$ cat src/rtl/ryl19_pkg.sv
// ryl19_pkg: shared constants and saturating increment for the ryl19 wrap monitor
package ryl19_pkg;
  localparam int CNT_W_DEF = 16;
  localparam int DEPTH_DEF = 4;
  function automatic logic [31:0] sat_inc(input logic [31:0] v, input logic [31:0] max);
    return (v == max) ? v : v + 32'd1;
  endfunction
endpackage

$ cat src/rtl/ryl19_sync_fifo.sv
// ryl19_sync_fifo: registered first-word-fall-through FIFO with exact occupancy level
module ryl19_sync_fifo #(
  parameter int WIDTH = 16,
  parameter int DEPTH = 4
) (
  input  logic                     clk,
  input  logic                     rst,
  input  logic                     push,
  input  logic [WIDTH-1:0]         din,
  input  logic                     pop,
  output logic [WIDTH-1:0]         dout,
  output logic                     full,
  output logic                     empty,
  output logic [$clog2(DEPTH):0]   level
);
  localparam int AW = $clog2(DEPTH);
  localparam int LW = AW + 1;
  logic [WIDTH-1:0] mem_q [DEPTH];
  logic [WIDTH-1:0] mem_d [DEPTH];
  logic [AW-1:0]    rd_q, rd_d, wr_q, wr_d;
  logic [LW-1:0]    level_q, level_d;
  logic [WIDTH-1:0] head_q, head_d;
  logic             do_push, do_pop;
  assign full  = level_q == LW'(DEPTH);
  assign empty = level_q == '0;
  assign dout  = head_q;
  assign level = level_q;
  // accept pop only when non-empty, push when space or a same-cycle pop frees it; head register holds its value when drained
  always_comb begin
    do_pop  = pop & ~empty;
    do_push = push & (~full | do_pop);
    mem_d = mem_q;
    if (do_push) mem_d[wr_q] = din;
    wr_d    = do_push ? AW'(wr_q + 1'b1) : wr_q;
    rd_d    = do_pop ? AW'(rd_q + 1'b1) : rd_q;
    level_d = level_q + LW'(do_push) - LW'(do_pop);
    head_d  = (do_pop && level_q > LW'(1)) ? mem_q[AW'(rd_q + 1'b1)] :
              (do_push && level_q == LW'(do_pop)) ? din : head_q;
  end
  // state registers
  always_ff @(posedge clk) begin
    if (rst) begin
      mem_q   <= '{default: '0};
      rd_q    <= '0;
      wr_q    <= '0;
      level_q <= '0;
      head_q  <= '0;
    end else begin
      mem_q   <= mem_d;
      rd_q    <= rd_d;
      wr_q    <= wr_d;
      level_q <= level_d;
      head_q  <= head_d;
    end
  end
endmodule

$ cat src/rtl/ryl19_wrap_monitor.sv
// ryl19_wrap_monitor: counts counter wraps and queues the cycle period between consecutive wraps
module ryl19_wrap_monitor
  import ryl19_pkg::*;
#(
  parameter int CNT_W = CNT_W_DEF,
  parameter int DEPTH = DEPTH_DEF
) (
  input  logic                   clk,
  input  logic                   rst,
  input  logic                   en,
  input  logic                   done_i,
  output logic                   out_valid,
  input  logic                   out_ready,
  output logic [CNT_W-1:0]       out_period,
  output logic [CNT_W-1:0]       wrap_count,
  output logic [$clog2(DEPTH):0] fifo_level,
  output logic                   overflow
);
  localparam logic [31:0] MAX = 32'((64'd1 << CNT_W) - 64'd1);
  logic [CNT_W-1:0] gap_q, gap_d, wrap_count_q, wrap_count_d, period;
  logic             armed_q, armed_d, overflow_q, overflow_d;
  logic             wrap, push, full, empty;
  // the first wrap after enable only arms; later wraps push gap+1, dropping on a full FIFO unless a pop makes room
  always_comb begin
    wrap         = en & done_i;
    period       = CNT_W'(sat_inc(32'(gap_q), MAX));
    push         = wrap & armed_q;
    gap_d        = (!en || wrap) ? '0 : period;
    armed_d      = en & (wrap | armed_q);
    wrap_count_d = wrap ? CNT_W'(sat_inc(32'(wrap_count_q), MAX)) : wrap_count_q;
    overflow_d   = overflow_q | (push & full & ~out_ready);
  end
  // state registers
  always_ff @(posedge clk) begin
    if (rst) begin
      gap_q        <= '0;
      armed_q      <= 1'b0;
      wrap_count_q <= '0;
      overflow_q   <= 1'b0;
    end else begin
      gap_q        <= gap_d;
      armed_q      <= armed_d;
      wrap_count_q <= wrap_count_d;
      overflow_q   <= overflow_d;
    end
  end
  ryl19_sync_fifo #(.WIDTH(CNT_W), .DEPTH(DEPTH)) u_fifo (
    .clk   (clk),
    .rst   (rst),
    .push  (push),
    .din   (period),
    .pop   (out_ready),
    .dout  (out_period),
    .full  (full),
    .empty (empty),
    .level (fifo_level)
  );
  assign out_valid  = ~empty;
  assign wrap_count = wrap_count_q;
  assign overflow   = overflow_q;
endmodule

$ cat config.mk
export PLATFORM = sky130hd
export DESIGN_NAME = ryl19_wrap_monitor
export DESIGN_NICKNAME = d
export VERILOG_FILES = /design/src/rtl/ryl19_pkg.sv /design/src/rtl/ryl19_sync_fifo.sv /design/src/rtl/ryl19_wrap_monitor.sv
export SDC_FILE = /design/constraint.sdc
export NUM_CORES = 1
export LEC_CHECK = 0
export BUFFER_PORTS_ARGS = -buffer_cell sky130_fd_sc_hd__buf_4
export CAP_MARGIN = 20
export CORE_ASPECT_RATIO = 1.75
export CORE_MARGIN = 1.5
export CORE_UTILIZATION = 37
export DETAILED_ROUTE_END_ITERATION = 7
export SYNTH_ARGS = -nofsm -noshare
export SYNTH_HDL_FRONTEND = slang
export SYNTH_SLANG_ARGS = --single-unit
$ cat constraint.sdc
create_clock -name clk -period 3.7 [get_ports clk]
set_input_delay 0.555 -clock clk [delete_from_list [all_inputs] [get_ports clk]]
set_output_delay 0.555 -clock clk [all_outputs]
set_load 0.1 [all_outputs]
* After elaboration in Yosys (flattened, before gate mapping)
Cells that the tools add are included.
Cells by class: bitwise operators 16, reductions and logical operators 9, equality and inequality tests 4, order comparisons 4, multiplexer cells 9, add/subtract/negate cells 6
Operators with widths (count):
- 16-bit two-way mux | 6
- 64-bit bitwise mux | 1
- 16-bit by 1-bit adder with 16-bit output, second input constant | 2
- 16-bit binary-select mux with 2-bit select | 1
- 16-bit demux with 2-bit select | 1
- 16-bit equality test, second input constant | 2
- 1-bit bitwise AND | 7
- 3-bit >= comparator, second input constant | 2
- 2-bit inverter with 3-bit output | 2
- 2-bit by 1-bit adder with 2-bit output, second input constant | 2
- 1-bit inverter | 4
- 3-bit by 1-bit adder with 3-bit output | 1
- 3-bit by 1-bit equality test with 1-bit output | 1
- 3-bit equality test, second input constant | 1
- 3-bit by 1-bit > comparator with 1-bit output, second input constant | 1
- 1-bit logical AND | 3
- 3-bit logical NOT | 1
- 3-bit by 1-bit less-than comparator with 1-bit output, second input constant | 1
- 1-bit bitwise OR | 3
- 3-bit by 1-bit subtractor with 3-bit output | 1
- 2-bit AND reduction | 1
- 2-bit nonzero test | 1
- 2-bit OR reduction | 1
- 1-bit logical NOT | 1
- 1-bit logical OR | 1
Storage, ports and cells: output and inout port bits 37, bits in registers 121

* Logic depth before layout (Yosys ltp)
word-level depth 8, mapped depth 8

* Cells and area by module
From an unflattened synthesis, not the netlist that was laid out.
Second synthesis, totals: cell total of the unflattened synthesis 611, area total of the unflattened synthesis 5983.2 µm²
Modules (own cells, without submodules):
- ryl19_sync_fifo | sequential area each 1741.7 µm², cells each 397, area each 4194.0 µm², instances 1
- ryl19_wrap_monitor | sequential area each 680.7 µm², cells each 214, area each 1789.2 µm², instances 1

* Worst setup path before layout
OpenSTA, ideal clock, no wires.
path kind reg-to-reg, start point register u_fifo.level_q[1], in the netlist u_fifo.level[1], end point register u_fifo.head_q[1], in the netlist u_fifo.dout[1], path slack 0.967 ns, data required time 3.626 ns, cell stages (with the launch flop) 8, library setup time 0.074 ns, data arrival time 2.659 ns, clock period less this slack 2.733 ns, buffers on the path 1, cells stage by stage dfxtp_1 o31a_1 ha_1 nor3b_1 a2bb2oi_1 buf_2 a22oi_1 a31oi_1
On the way: word-level cells in the longest chain between the ends 7, elaborated cells on any way between the ends 13, classes of those cells order compare: 1; eq/ne: 2; mux: 1; bitwise: 5; reduce/logical: 4
RTL lines:
- start: declaration | line ryl19_sync_fifo.sv:21 | logic [LW-1:0] level_q, level_d;
- start signal: assignment | line ryl19_sync_fifo.sv:52 | level_q <= level_d;
- 3-bit logical NOT (*) | line ryl19_sync_fifo.sv:25 | assign empty = level_q == '0;
- 1-bit inverter (*) | line ryl19_sync_fifo.sv:30 | do_pop = pop & ~empty;
- 1-bit bitwise AND (*) | line ryl19_sync_fifo.sv:30
- named net u_fifo.do_pop | line ryl19_sync_fifo.sv:23 | logic do_push, do_pop;
- 1-bit bitwise OR | line ryl19_sync_fifo.sv:31 | do_push = push & (~full | do_pop);
- 1-bit bitwise AND | line ryl19_sync_fifo.sv:31
- 1-bit logical AND | line ryl19_sync_fifo.sv:38 | (do_push && level_q == LW'(do_pop)) ? din : head_q;
- 2-bit nonzero test (no line)
- end signal: assignment | line ryl19_sync_fifo.sv:47 | head_q <= '0;
- end signal: assignment | line ryl19_sync_fifo.sv:53 | head_q <= head_d;
- end: declaration | line ryl19_sync_fifo.sv:22 | logic [WIDTH-1:0] head_q, head_d;
The timed path passes the listed nets; every way through them passes the cells marked *. A chain may end at the register's enable or synchronous reset.

* Worst setup path after layout
start point register u_fifo.level_q[1], in the netlist u_fifo.level[1], end point register u_fifo.head_q[14], in the netlist u_fifo.dout[14]
The elaborated chain is that of the path after synthesis.

==> flow_summary.toml <==
[status]
outcome = "finished clean"

[die]
die_h_um = 164
die_w_um = 95.1
die-area_mm2 = 0.0156
io_pins = 42
coreArea_mm2 = 0.0144
rows = 58
initial_core_util = 0.381

[synth]
synth_top_cells_by_area = "dfxtp_1 44%, mux4_2 6.6%, o22ai_1 4.9%, nand2_1 4.6%, a21oi_1 3.7%"
yosysWarnings = 0
synth_cells = 596
syn-num-nets = 612
ys_types = 59
yosys.area.top_type_share = 0.441
synthArstFlopShare = 0
synth.avg_cell_area_um2 = 9.22
synth_top_cell_by_area = "dfxtp_1"
seq_area_frac_synth = 0.441
synth-edff-count = 0
ys_ff_latch = 121
synthesis.area_mm2 = 0.00550
yosys_most_used_dff = "dfxtp_1"

[sta]
rsz0062_at_grt = "false"
fmax_ghz = 0.413
slew_viol_final = 0
period_share = 0.654
finClkSkew_ps = 7.97
relSlewSlack = 0.344
timing_hold_violations_final = 0
worst_slew_pin_slew_ps = 983
tns_ps = 0
setup_viol = 0
min_period_ps = 2420

[final_layout]
diodes = 0
final_common_cell = "dfxtp_1"
drive_above_1_share = 0.189
syn2layout_area_growth_pct = 18.8
postLayoutCoreUtil = 0.452
final_cell_mix = "121 x dfxtp_1, 67 x nand2_1, 54 x buf_4"
nets = 643

[job]
cap_violations = 0

[place]
hpwl_mm = 10.6
portBuffers = 41
finalWeightedCongestion = 0.863

[pwr]
irDropWorstVdd_v = 0.000329
p_leak_nw = 2.32
cellPowerDensity_mw_per_mm2 = 553

[clock_network]
cts_htree_levels = 4
ctsResizeCount = 0
clock_latency_ps = 410
cts_tree = "yes"
clkSinkCount = 121
cts_root_buf = "clkbuf_16"
post_cts.repair.setup_buffers = 0
cts_hold_buf = 0
clkTransAtPathRegs_ps = 60
cts-buffers-inserted = 17
clock_path_buffers = 2

[setup_path]
critPathCaptureType = "register"
crit_path_start_kind = "register"
criticalPathCategory = "register to register"
crit_fanout = 9
required_ps = 4040
arrival_ps = 2760

[detailed_routing]
drc = 0
antenna_left = 0
wl_mm = 15.7
viasPerCell = 6.01
first_iter_violations = 263
routedWlPerCell_um = 19.1
first_pass_iters = 6
via_count = 4929

[grt]
grt_pass1_vias = 4978
grt_usage = 0.214
grt_start_max_net_pins = 65
grt_overflow = 0
antenna_found_initial = 0
grt_pass1_wl_mm = 25.4

[min_path]
hp-class = "input port to register"
==> cell usage after synthesis, types with 4 or more instances <==
cell type  count
xnor2_1        4
mux2i_1        5
o21ai_0       17
o22ai_1       43
inv_1         13
and4_1         5
nor2b_1       10
nor3_1         8
a211oi_1       7
nand2_1       67
a21oi_1       41
mux2_2         9
o311a_1        6
nor2_1        41
mux4_2        16
a31oi_1       12
o31ai_1        4
clkbuf_1      24
or4_1          6
buf_2         14
dfxtp_1      121
nor4_1         7
a22oi_1       16
or3_1          4
nand4_1       10
and3_1        11
ha_1          10
nand3_1       22
==> state kept, by name, summed over array words and instances, names as in the netlist <==
register / cells
wrap_count: 16
gap_q: 16
u_fifo.rd_q: 2
armed_q: 1
u_fifo.dout: 16
u_fifo.wr_q: 2
u_fifo.mem_q: 64
overflow: 1
u_fifo.level: 3
==> critical path, stage by stage (launching register included) <==
cell,delay [ps]
dfxtp_1,410
o31a_1,370
ha_1,320
or3b_2,490
nor2_1,410
o211ai_1,190
a21oi_1,170
==> layer usage <==
layer	vias to the layer above	GRT usage	wire length, µm
li1	2284	-	-
met1	2416	0.236	6220
met2	181	0.380	8150
met3	48	0.0435	715
met4	0	0.101	601
met5	-	0	0
==> area by class of cell <==
cell class	count	area, µm²
clock buffers	20	467
clock inverters	12	116
fillers	1358	7920
inverters	14	52.6
multi-input cells	419	2840
flip-flops and latches	121	2420
well taps	180	225
repair buffers	54	405
==> report_power, final <==
part | internal, mW | switching, mW
combinational | 0.187 | 0.413
sequential | 1.33 | 0.0773
clock | 0.983 | 0.621
==> cell families after synthesis <==
| group | Yosys count | share of synthesized area |
|---|---|---|
| multiplexers | 30 | 0.0931 |
| flip-flops | 121 | 0.441 |
| AO/OA/AOI/OAI | 163 | 0.190 |
| AND/OR/NAND/NOR | 209 | 0.197 |
| buffers and inverters | 56 | 0.0428 |
| XOR/XNOR | 6 | 0.00956 |
| adder cells (fa/ha/maj) | 11 | 0.0264 |
==> worst paths after layout <==
| path | startpoint | to | slack, ps | cells after the start |
|---|---|---|---|---|
| setup / recovery | u_fifo.level[1]$_SDFF_PP0_ | u_fifo.dout[14]$_SDFFE_PP0P_ | 1280 | 6 |
| hold / removal | en | armed_q$_SDFF_PP0_ | 420 | 2 |
| setup reg to reg | u_fifo.level[1]$_SDFF_PP0_ | u_fifo.dout[14]$_SDFFE_PP0P_ | 1280 | 6 |
| hold reg to reg | u_fifo.mem_q[2]$_SDFFE_PP0P_ | u_fifo.mem_q[2]$_SDFFE_PP0P_ | 460 | 2 |
==> metrics by stage <==
stage / worst slack [ps] / power (mW) / area (µm²) / hold WS, ps / std cells
5_1_grt: 1150 / 3.74 / 6530 / 416 / 820
6_report: 1280 / 3.61 / 6530 / 417 / 820
2_1_floorplan: 967 / 1.87 / 5500 / 433 / 596
3_3_place_gp: 1310 / 2.02 / 5940 / 439 / 788
4_1_cts: 1290 / 3.63 / 6530 / 406 / 820
3_5_place_dp: 1220 / 2.04 / 5940 / 448 / 788
Note: power is estimated with default switching activity, not from simulation.
